## config.mk

```make
export PLATFORM = sky130hd
export DESIGN_NAME = move_scheduler
export DESIGN_NICKNAME = d
export VERILOG_FILES = /design/src/rtl/move_scheduler.sv
export SDC_FILE = /design/constraint.sdc
export NUM_CORES = 1
export LEC_CHECK = 0
export ABC_AREA = 1
export BUFFER_PORTS_ARGS = -buffer_cell sky130_fd_sc_hd__buf_2
export CAP_MARGIN = 20
export CORE_MARGIN = 10
export CORE_UTILIZATION = 40
export CTS_BUF_LIST = sky130_fd_sc_hd__clkbuf_2 sky130_fd_sc_hd__clkbuf_4 sky130_fd_sc_hd__clkbuf_8
export DETAILED_ROUTE_END_ITERATION = 16
export PLACE_DENSITY = 0.66
export RECOVER_POWER = 25
export SETUP_SLACK_MARGIN = 0.3
export SLEW_MARGIN = 10
export SYNTH_ARGS = -nofsm -noshare
export SYNTH_HDL_FRONTEND = slang
export SYNTH_SLANG_ARGS = --single-unit
```

## constraint.sdc

```tcl
create_clock -name clk -period 2 [get_ports clk]
set_input_delay 0.3 -clock clk [delete_from_list [all_inputs] [get_ports clk]]
set_output_delay 0.3 -clock clk [all_outputs]
set_load 0.02 [all_outputs]
```

## src/rtl/move_scheduler.sv

```systemverilog
// Arbitrates SPI player commands (buffered in a small FIFO) and gravity ticks
// onto one registered valid/ready command channel for the game executioner.
module move_scheduler #(
   parameter int FIFO_DEPTH = 4,
   parameter int LVL_W      = $clog2(FIFO_DEPTH + 1)
) (
   input  logic             clk,
   input  logic             reset_n,
   input  logic [7:0]       spi_data,
   input  logic             spi_data_valid,
   output logic             spi_clear,
   input  logic             game_tick,
   input  logic             exec_ready,
   output logic             cmd_valid,
   output logic [1:0]       cmd_move,
   output logic [2:0]       cmd_piece,
   output logic             cmd_is_gravity,
   output logic [LVL_W-1:0] fifo_level,
   output logic [7:0]       drop_count
);

   localparam int PTR_W = $clog2(FIFO_DEPTH);

   typedef enum logic {
      ST_IDLE,
      ST_WAIT_LOW
   } intake_state_t;

   intake_state_t    r_state;
   logic             r_spi_clear;
   logic [7:0]       r_drop_count;

   logic [4:0]       r_mem [FIFO_DEPTH];
   logic [PTR_W-1:0] r_wr_ptr;
   logic [PTR_W-1:0] r_rd_ptr;
   logic [LVL_W-1:0] r_level;

   logic             r_tick_d;
   logic             r_grav_pend;
   logic             r_last_grav;

   logic             r_cmd_valid;
   logic [1:0]       r_cmd_move;
   logic [2:0]       r_cmd_piece;
   logic             r_cmd_is_gravity;

   logic             w_full;
   logic             w_empty;
   logic             w_byte_valid;
   logic             w_push;
   logic             w_drop;
   logic [2:0]       w_piece_in;
   logic [4:0]       w_head;
   logic             w_tick_edge;
   logic             w_slot_free;
   logic             w_grant_grav;
   logic             w_pop;
   logic             w_unused_bits;

   assign w_unused_bits = ^spi_data[7:6];

   // Full/empty use start-of-cycle occupancy, so a same-cycle pop never frees room for a push.
   assign w_full       = (r_level == LVL_W'(FIFO_DEPTH));
   assign w_empty      = (r_level == '0);
   assign w_byte_valid = (r_state == ST_IDLE) && spi_data_valid && spi_data[5];
   assign w_push       = w_byte_valid && !w_full;
   assign w_drop       = w_byte_valid && w_full;
   assign w_piece_in   = (spi_data[4:2] == 3'd7) ? 3'd0 : spi_data[4:2];
   assign w_head       = r_mem[r_rd_ptr];

   assign w_tick_edge  = game_tick && !r_tick_d;
   assign w_slot_free  = !r_cmd_valid || exec_ready;
   assign w_grant_grav = w_slot_free && r_grav_pend && (w_empty || !r_last_grav);
   assign w_pop        = w_slot_free && !w_empty && !w_grant_grav;

   always_ff @(posedge clk or negedge reset_n) begin
      if (!reset_n) begin
         r_state      <= ST_IDLE;
         r_spi_clear  <= 1'b0;
         r_drop_count <= '0;
      end else begin
         case (r_state)
            ST_IDLE: begin
               if (spi_data_valid) begin
                  r_spi_clear <= 1'b1;
                  r_state     <= ST_WAIT_LOW;
                  if (w_drop && (r_drop_count != 8'hFF))
                     r_drop_count <= r_drop_count + 8'd1;
               end
            end
            ST_WAIT_LOW: begin
               r_spi_clear <= 1'b0;
               if (!spi_data_valid)
                  r_state <= ST_IDLE;
            end
            default: r_state <= ST_IDLE;
         endcase
      end
   end

   always_ff @(posedge clk) begin
      if (w_push)
         r_mem[r_wr_ptr] <= {spi_data[1:0], w_piece_in};
   end

   always_ff @(posedge clk or negedge reset_n) begin
      if (!reset_n) begin
         r_wr_ptr <= '0;
         r_rd_ptr <= '0;
         r_level  <= '0;
      end else begin
         if (w_push)
            r_wr_ptr <= r_wr_ptr + PTR_W'(1);
         if (w_pop)
            r_rd_ptr <= r_rd_ptr + PTR_W'(1);
         case ({w_push, w_pop})
            2'b10:   r_level <= r_level + LVL_W'(1);
            2'b01:   r_level <= r_level - LVL_W'(1);
            default: r_level <= r_level;
         endcase
      end
   end

   // A fresh tick edge in the grant cycle re-arms gravity: set beats clear.
   always_ff @(posedge clk or negedge reset_n) begin
      if (!reset_n) begin
         r_tick_d    <= 1'b0;
         r_grav_pend <= 1'b0;
      end else begin
         r_tick_d <= game_tick;
         if (w_tick_edge)
            r_grav_pend <= 1'b1;
         else if (w_grant_grav)
            r_grav_pend <= 1'b0;
      end
   end

   always_ff @(posedge clk or negedge reset_n) begin
      if (!reset_n) begin
         r_cmd_valid      <= 1'b0;
         r_cmd_move       <= '0;
         r_cmd_piece      <= '0;
         r_cmd_is_gravity <= 1'b0;
         r_last_grav      <= 1'b0;
      end else if (w_grant_grav) begin
         r_cmd_valid      <= 1'b1;
         r_cmd_move       <= '0;
         r_cmd_piece      <= '0;
         r_cmd_is_gravity <= 1'b1;
         r_last_grav      <= 1'b1;
      end else if (w_pop) begin
         r_cmd_valid      <= 1'b1;
         r_cmd_move       <= w_head[4:3];
         r_cmd_piece      <= w_head[2:0];
         r_cmd_is_gravity <= 1'b0;
         r_last_grav      <= 1'b0;
      end else if (w_slot_free) begin
         r_cmd_valid      <= 1'b0;
      end
   end

   assign spi_clear      = r_spi_clear;
   assign drop_count     = r_drop_count;
   assign fifo_level     = r_level;
   assign cmd_valid      = r_cmd_valid;
   assign cmd_move       = r_cmd_move;
   assign cmd_piece      = r_cmd_piece;
   assign cmd_is_gravity = r_cmd_is_gravity;

endmodule

```

# After elaboration in Yosys (flattened, before gate mapping)
# Memory sizes are Yosys's and may differ from the RTL's.
# Index checks and enable logic that the tools add are counted.
[totals] n_memories=1 out_inout_bits=19 ramBits=20 wordCells=67 ff_bits=26 in_bits=13
[memory_table] memory="r_mem" depth=4 width=5 rd=1 rd_ports_with_merged_regs=0 write_ports=1 line_no="33" source="logic [4:0] r_mem [FIFO_DEPTH];"
[op_classes] muxes=18 n_bitwise=1 reduce_logical=24 n_addsub=5 eq_ne=6
[op_table] cell="2-to-1 mux 1 bit" n=11
[op_table] cell="logical AND 1 bit" n=10
[op_table] cell="2-to-1 mux 3 bit" n=3
[op_table] cell="adder 8 x 1 -> 8 bit (second input constant)" n=1
[op_table] cell="inequality test 8 bit (second input constant)" n=1
[op_table] cell="== test 3 bit (second input constant)" n=2
[op_table] cell="zero test 1 bit" n=6
[op_table] cell="case mux 3 bit (2 select lines)" n=1
[op_table] cell="nonzero test 2 bit" n=3
[op_table] cell="adder 2 x 1 -> 2 bit (second input constant)" n=2
[op_table] cell="2-to-1 mux 2 bit" n=2
[op_table] cell="adder 3 x 1 -> 3 bit (second input constant)" n=1
[op_table] cell="zero test 3 bit" n=1
[op_table] cell="AND reduction 3 bit" n=1
[op_table] cell="nonzero test 3 bit" n=1
[op_table] cell="subtractor 3 x 1 -> 3 bit (second input constant)" n=1
[op_table] cell="== test 2 x 1 -> 1 bit (second input constant)" n=1
[op_table] cell="== test 2 bit (second input constant)" n=1
[op_table] cell="logical OR 1 bit" n=2
[op_table] cell="inequality test 2 bit (second input constant)" n=1
[op_table] cell="case mux 1 bit (2 select lines)" n=1
[op_table] cell="inverter 1 bit" n=1

# Logic depth before layout (Yosys ltp)
[depth] word_depth=8 ltp_mapped=12 ltp_nobuf=12

# Worst setup path after synthesis
# OpenSTA, ideal clock, no wires.
[synth_path] path_kind="register to register" start="register r_level[2], in the netlist fifo_level[2]" end="register r_level[2], in the netlist fifo_level[2]" setup_ns=0.079 synth_period_minus_slack_ns=2.135 t_required_ns=1.921 slack_ns=-0.135 arrival_ns=2.055 path_buffers=0 path_stages_with_launch=13 cell_sequence="dfrtp_1 inv_1 nand2_4 nand2_4 inv_2 nand2_1 inv_1 ha_1 inv_1 fa_1 or2_2 nand2_1 xor2_1"
[synth_via] elab_chain_len=7 elab_cells_between_ends=16 classes_between="add/sub: 2; eq/ne: 3; mux: 1; reduce/logical: 10"
[synth_rtl] item="from (decl)" line_no="36" source="logic [LVL_W-1:0] r_level;"
[synth_rtl] item="from (signal assigned)" line_no="117" source="2'b10: r_level <= r_level + LVL_W'(1);"
[synth_rtl] item="from (signal assigned)" line_no="118" source="2'b01: r_level <= r_level - LVL_W'(1);"
[synth_rtl] item="from (signal assigned)" line_no="119" source="default: r_level <= r_level;"
[synth_rtl] item="zero test 3 bit *" line_no="64" source="assign w_empty = (r_level == '0);"
[synth_rtl] item="logical OR 1 bit" line_no="73" source="assign w_grant_grav = w_slot_free && r_grav_pend && (w_empty || !r_last_grav);"
[synth_rtl] item="logical AND 1 bit" line_no="73"
[synth_rtl] item="zero test 1 bit" line_no="74" source="assign w_pop = w_slot_free && !w_empty && !w_grant_grav;"
[synth_rtl] item="logical AND 1 bit *" line_no="74"
[synth_rtl] item="net w_pop" line_no="57" source="logic w_pop;"
[synth_rtl] item="== test 2 x 1 -> 1 bit or == test 2 bit (tied branches)" line_no="116" source="case ({w_push, w_pop})"
[synth_rtl] item="case mux 3 bit (2 select lines) or nonzero test 2 bit (tied branches)"
# Mark *: on every way through the listed nets, which the timed path passes. The rest lies on a longest branch.
# A chain may end at the register's enable or synchronous reset.

# Worst setup path in the final report
[layout_path] start="register r_level[1], in the netlist fifo_level[1]" end="register r_level[2], in the netlist fifo_level[2]"
[layout_via] elab_chain_len=7 elab_cells_between_ends=16 classes_between="add/sub: 2; eq/ne: 3; mux: 1; reduce/logical: 10"
[layout_rtl] item="zero test 3 bit" line_no="64"
[layout_rtl] item="logical OR 1 bit" line_no="73"
[layout_rtl] item="logical AND 1 bit" line_no="73"
[layout_rtl] item="zero test 1 bit" line_no="74"
[layout_rtl] item="logical AND 1 bit" line_no="74"
[layout_rtl] item="== test 2 x 1 -> 1 bit or == test 2 bit (tied branches)" line_no="116"
[layout_rtl] item="case mux 3 bit (2 select lines) or nonzero test 2 bit (tied branches)"
# Several ways; a longest one is shown, not always the timed one.

==> impl_metrics.env <==
export IMPL_relSlewSlack_pct=7.62
export IMPL_wl_um=4300
export IMPL_syn_num_nets=265
export IMPL_tns_ps=0
export IMPL_start_util_pct=41.3
export IMPL_clkSinkCount=46
export IMPL_place_hpwl_um=3020
export IMPL_drtAntennaViolNets=0
export IMPL_p_switching_mw=1.44
export IMPL_synthesis_area_um2=2270
export IMPL_vias=1600
export IMPL_ys_seq_area_share_pct=55.1
export IMPL_ys_warn_count=0
export IMPL_cts_buffers=5
export IMPL_path_class="reg -> reg"
export IMPL_p_clk_share_pct=18.3
export IMPL_first_global_vias=1636
export IMPL_intPower_mw=2.24
export IMPL_dr_pass1_iters=4
export IMPL_combinationalPowerShare_pct=43.4
export IMPL_die_y_um=95.4
export IMPL_final_cell_mix="nand2_1 (69), inv_1 (39), buf_2 (24)"
export IMPL_p_leak_nw=1.35
export IMPL_fin_nets=308
export IMPL_coreArea_um2=5510
export IMPL_drive_gt1_share_pct=27.0
export IMPL_cp_start_kind="register"
export IMPL_avgSynthCellArea_um2=9.27
export IMPL_gp_congestion=0.766
export IMPL_switching_share_pct=39.2
export IMPL_setup_violations=0
export IMPL_rsz0062_at_grt="true"
export IMPL_slowest_stage="dfrtp_2"
export IMPL_io_buffers=29
export IMPL_drc=0
export IMPL_crit_path_frequent_cell="nand2_4"
export IMPL_grt_max_degree=27
export IMPL_syn2layout_area_growth_pct=20.8
export IMPL_hold_path_class="in -> reg"
export IMPL_hold_path_startpoint="game_tick"
export IMPL_power_per_cell_area_nw_per_um2=1340
export IMPL_worstPathArrival_ps=2000
export IMPL_routedWlPerCell_um=11.9
export IMPL_worstSetupEndpointType="register"
export IMPL_n_antenna_cell=0
export IMPL_grtUsageTotal_pct=10.1
export IMPL_clock_root_buffer="clkbuf_8"
export IMPL_ctsHoldBuffers=0
export IMPL_final_hold_viol_count=0
export IMPL_cts_max_level=2
export IMPL_seqPwrFrac_pct=38.2
export IMPL_max_freq_mhz=562
export IMPL_required_ps=2220
export IMPL_die_area_um2=9100
export IMPL_finClkSkew_ps=6.83
export IMPL_seq_area_um2=1260
export IMPL_cts_buffer_depth=2
export IMPL_die_w_um=95.4
export IMPL_synth_distinct_cells=26
export IMPL_r2r_start="fifo_level[1]$_DFFE_PN0P_"
export IMPL_gr_total_overflow=0
export IMPL_crit_chain="nor2_4 > nand2_4 > nand2_4 > ha_4 > inv_4 > fa_2 > or2_4 > nand2_2 > xor2_1"
export IMPL_ir_drop_v=0.000593
export IMPL_maxCapViolCount=0
export IMPL_routed_via_density=4.43
export IMPL_maxSlewViolCount=0
export IMPL_tightestPinTransition_ps=1390
export IMPL_initialDrtViolationCount=78
export IMPL_crit_path_max_fanout=2
export IMPL_max_stage_delay_ps=430
export IMPL_rows=27
export IMPL_multi_input_area_um2=883
export IMPL_final_period_utilization_pct=89.0
export IMPL_ys_seq_elements=46
export IMPL_insertion_delay_ps=290
export IMPL_power_mw=3.68
export IMPL_startpoint="fifo_level[1]$_DFFE_PN0P_"
export IMPL_period_minus_slack_ps=1780
export IMPL_fillerInstances=538
export IMPL_syn_inst=245
export IMPL_ios=32
export IMPL_clk_pin_slew_worst_paths_ps=80
export IMPL_grt_pass1_wl_um=7320
export IMPL_layout_commonest_cell="nand2_1"
export IMPL_antenna_found_initial=0
export IMPL_tritoncts="done"
export IMPL_status="finished, final reports clean"
critical path, delay by kind of cell (launching register included):
family,cells,cell delay (ps)
adders and majority gates,2,480
and+or+nand+nor,5,640
xor gates and xnor gates,1,140
DFF,1,430
buffers and inverters,1,30
metal layers:
metal | vias to the layer above | GRT usage (%) | wire, um
met1 | 735 | 11.9 | 1990
met2 | 22 | 16.8 | 1990
met5 | - | 0 | 0
li1 | 835 | - | -
met4 | 0 | 4.42 | 78
met3 | 8 | 2.99 | 234
synthesized netlist by cell type, drive strengths merged:
master | instances | area (um2)
nand2 | 82 | 358
inv | 44 | 170
nand3 | 28 | 165
dfrtp | 26 | 651
edfxtp | 20 | 601
nor2 | 14 | 67.6
ha | 6 | 75.1
o21ai | 5 | 25.0
a21boi | 4 | 30.0
buf | 4 | 28.8
xor2 | 4 | 35.0
xnor2 | 3 | 26.3
a21oi | 2 | 10.0
clkinv | 1 | 3.75
fa | 1 | 20.0
or2 | 1 | 6.26
worst paths after layout:
kind	endpoint	slack, ps	depth (start not counted)
setup / recovery	fifo_level[2]$_DFFE_PN0P_	220	9
hold / removal	r_tick_d$_DFF_PN0_	130	1
setup reg to reg	fifo_level[2]$_DFFE_PN0P_	220	9
hold reg to reg	r_grav_pend$_DFFE_PN0P_	420	1
max in group asynchronous	cmd_valid$_DFFE_PN0P_	780	1
min in group asynchronous	drop_count[6]$_DFFE_PN0P_	300	1
metrics by stage:
step | util [%] | cells | area (um2) | hold slack (ps) | setup slack, ps
3_5_place_dp | 46.4 | 344 | 2550 | 339 | 102
3_3_place_gp | 46.4 | 344 | 2550 | 346 | 134
2_1_floorplan | - | 245 | 2330 | 4.41 | 123
5_1_grt | 49.9 | 361 | 2750 | 130 | 141
4_1_cts | 49.7 | 360 | 2740 | 11.7 | 220
6_report | 49.9 | 361 | 2750 | 129 | 219
layout make-up:
| class | instances | area share (%) |
|---|---|---|
| tap | 72 | 3.28 |
| multi-input combinational | 150 | 32.2 |
| clock inverter | 2 | 1.23 |
| clock buffer | 6 | 2.78 |
| inverter | 45 | 6.70 |
| timing repair buffer | 40 | 8.07 |
| sequential | 46 | 45.8 |
flip-flops by register name, indices dropped and copies added (netlist names):
register,cells
cmd_move,2
cmd_piece,3
cmd_valid,1
drop_count,8
fifo_level,3
r_grav_pend,1
r_last_grav,1
r_mem,20
r_rd_ptr,2
r_state,1
r_tick_d,1
r_wr_ptr,2
spi_clear,1
power by group through the flow:
stage	Combinational, mW	Sequential (mW)	Clock, mW
floorplan	1.03	1.52	0
global placement	1.40	1.43	0
detailed placement	1.43	1.44	0
CTS	1.59	1.41	0.699
global route	1.81	1.44	0.732
finish	1.60	1.41	0.675
cells by family after synthesis:
| family | Yosys count | share of synthesized area [%] |
|---|---|---|
| simple gates | 125 | 26.3 |
| compound gates | 11 | 2.86 |
| xor+xnor | 7 | 2.70 |
| fa+ha+maj | 7 | 4.18 |
| flops | 46 | 55.1 |
| buf+inv | 49 | 8.92 |
repair_timing:
| item | CTS | global route |
|---|---|---|
| endpoints found under the setup margin | 2 | 17 |
| pin swaps | 8 | 0 |
| setup buffers | 8 | 1 |
| gates resized for setup | 3 | 3 |
Note: power is estimated with default switching activity, not from simulation.
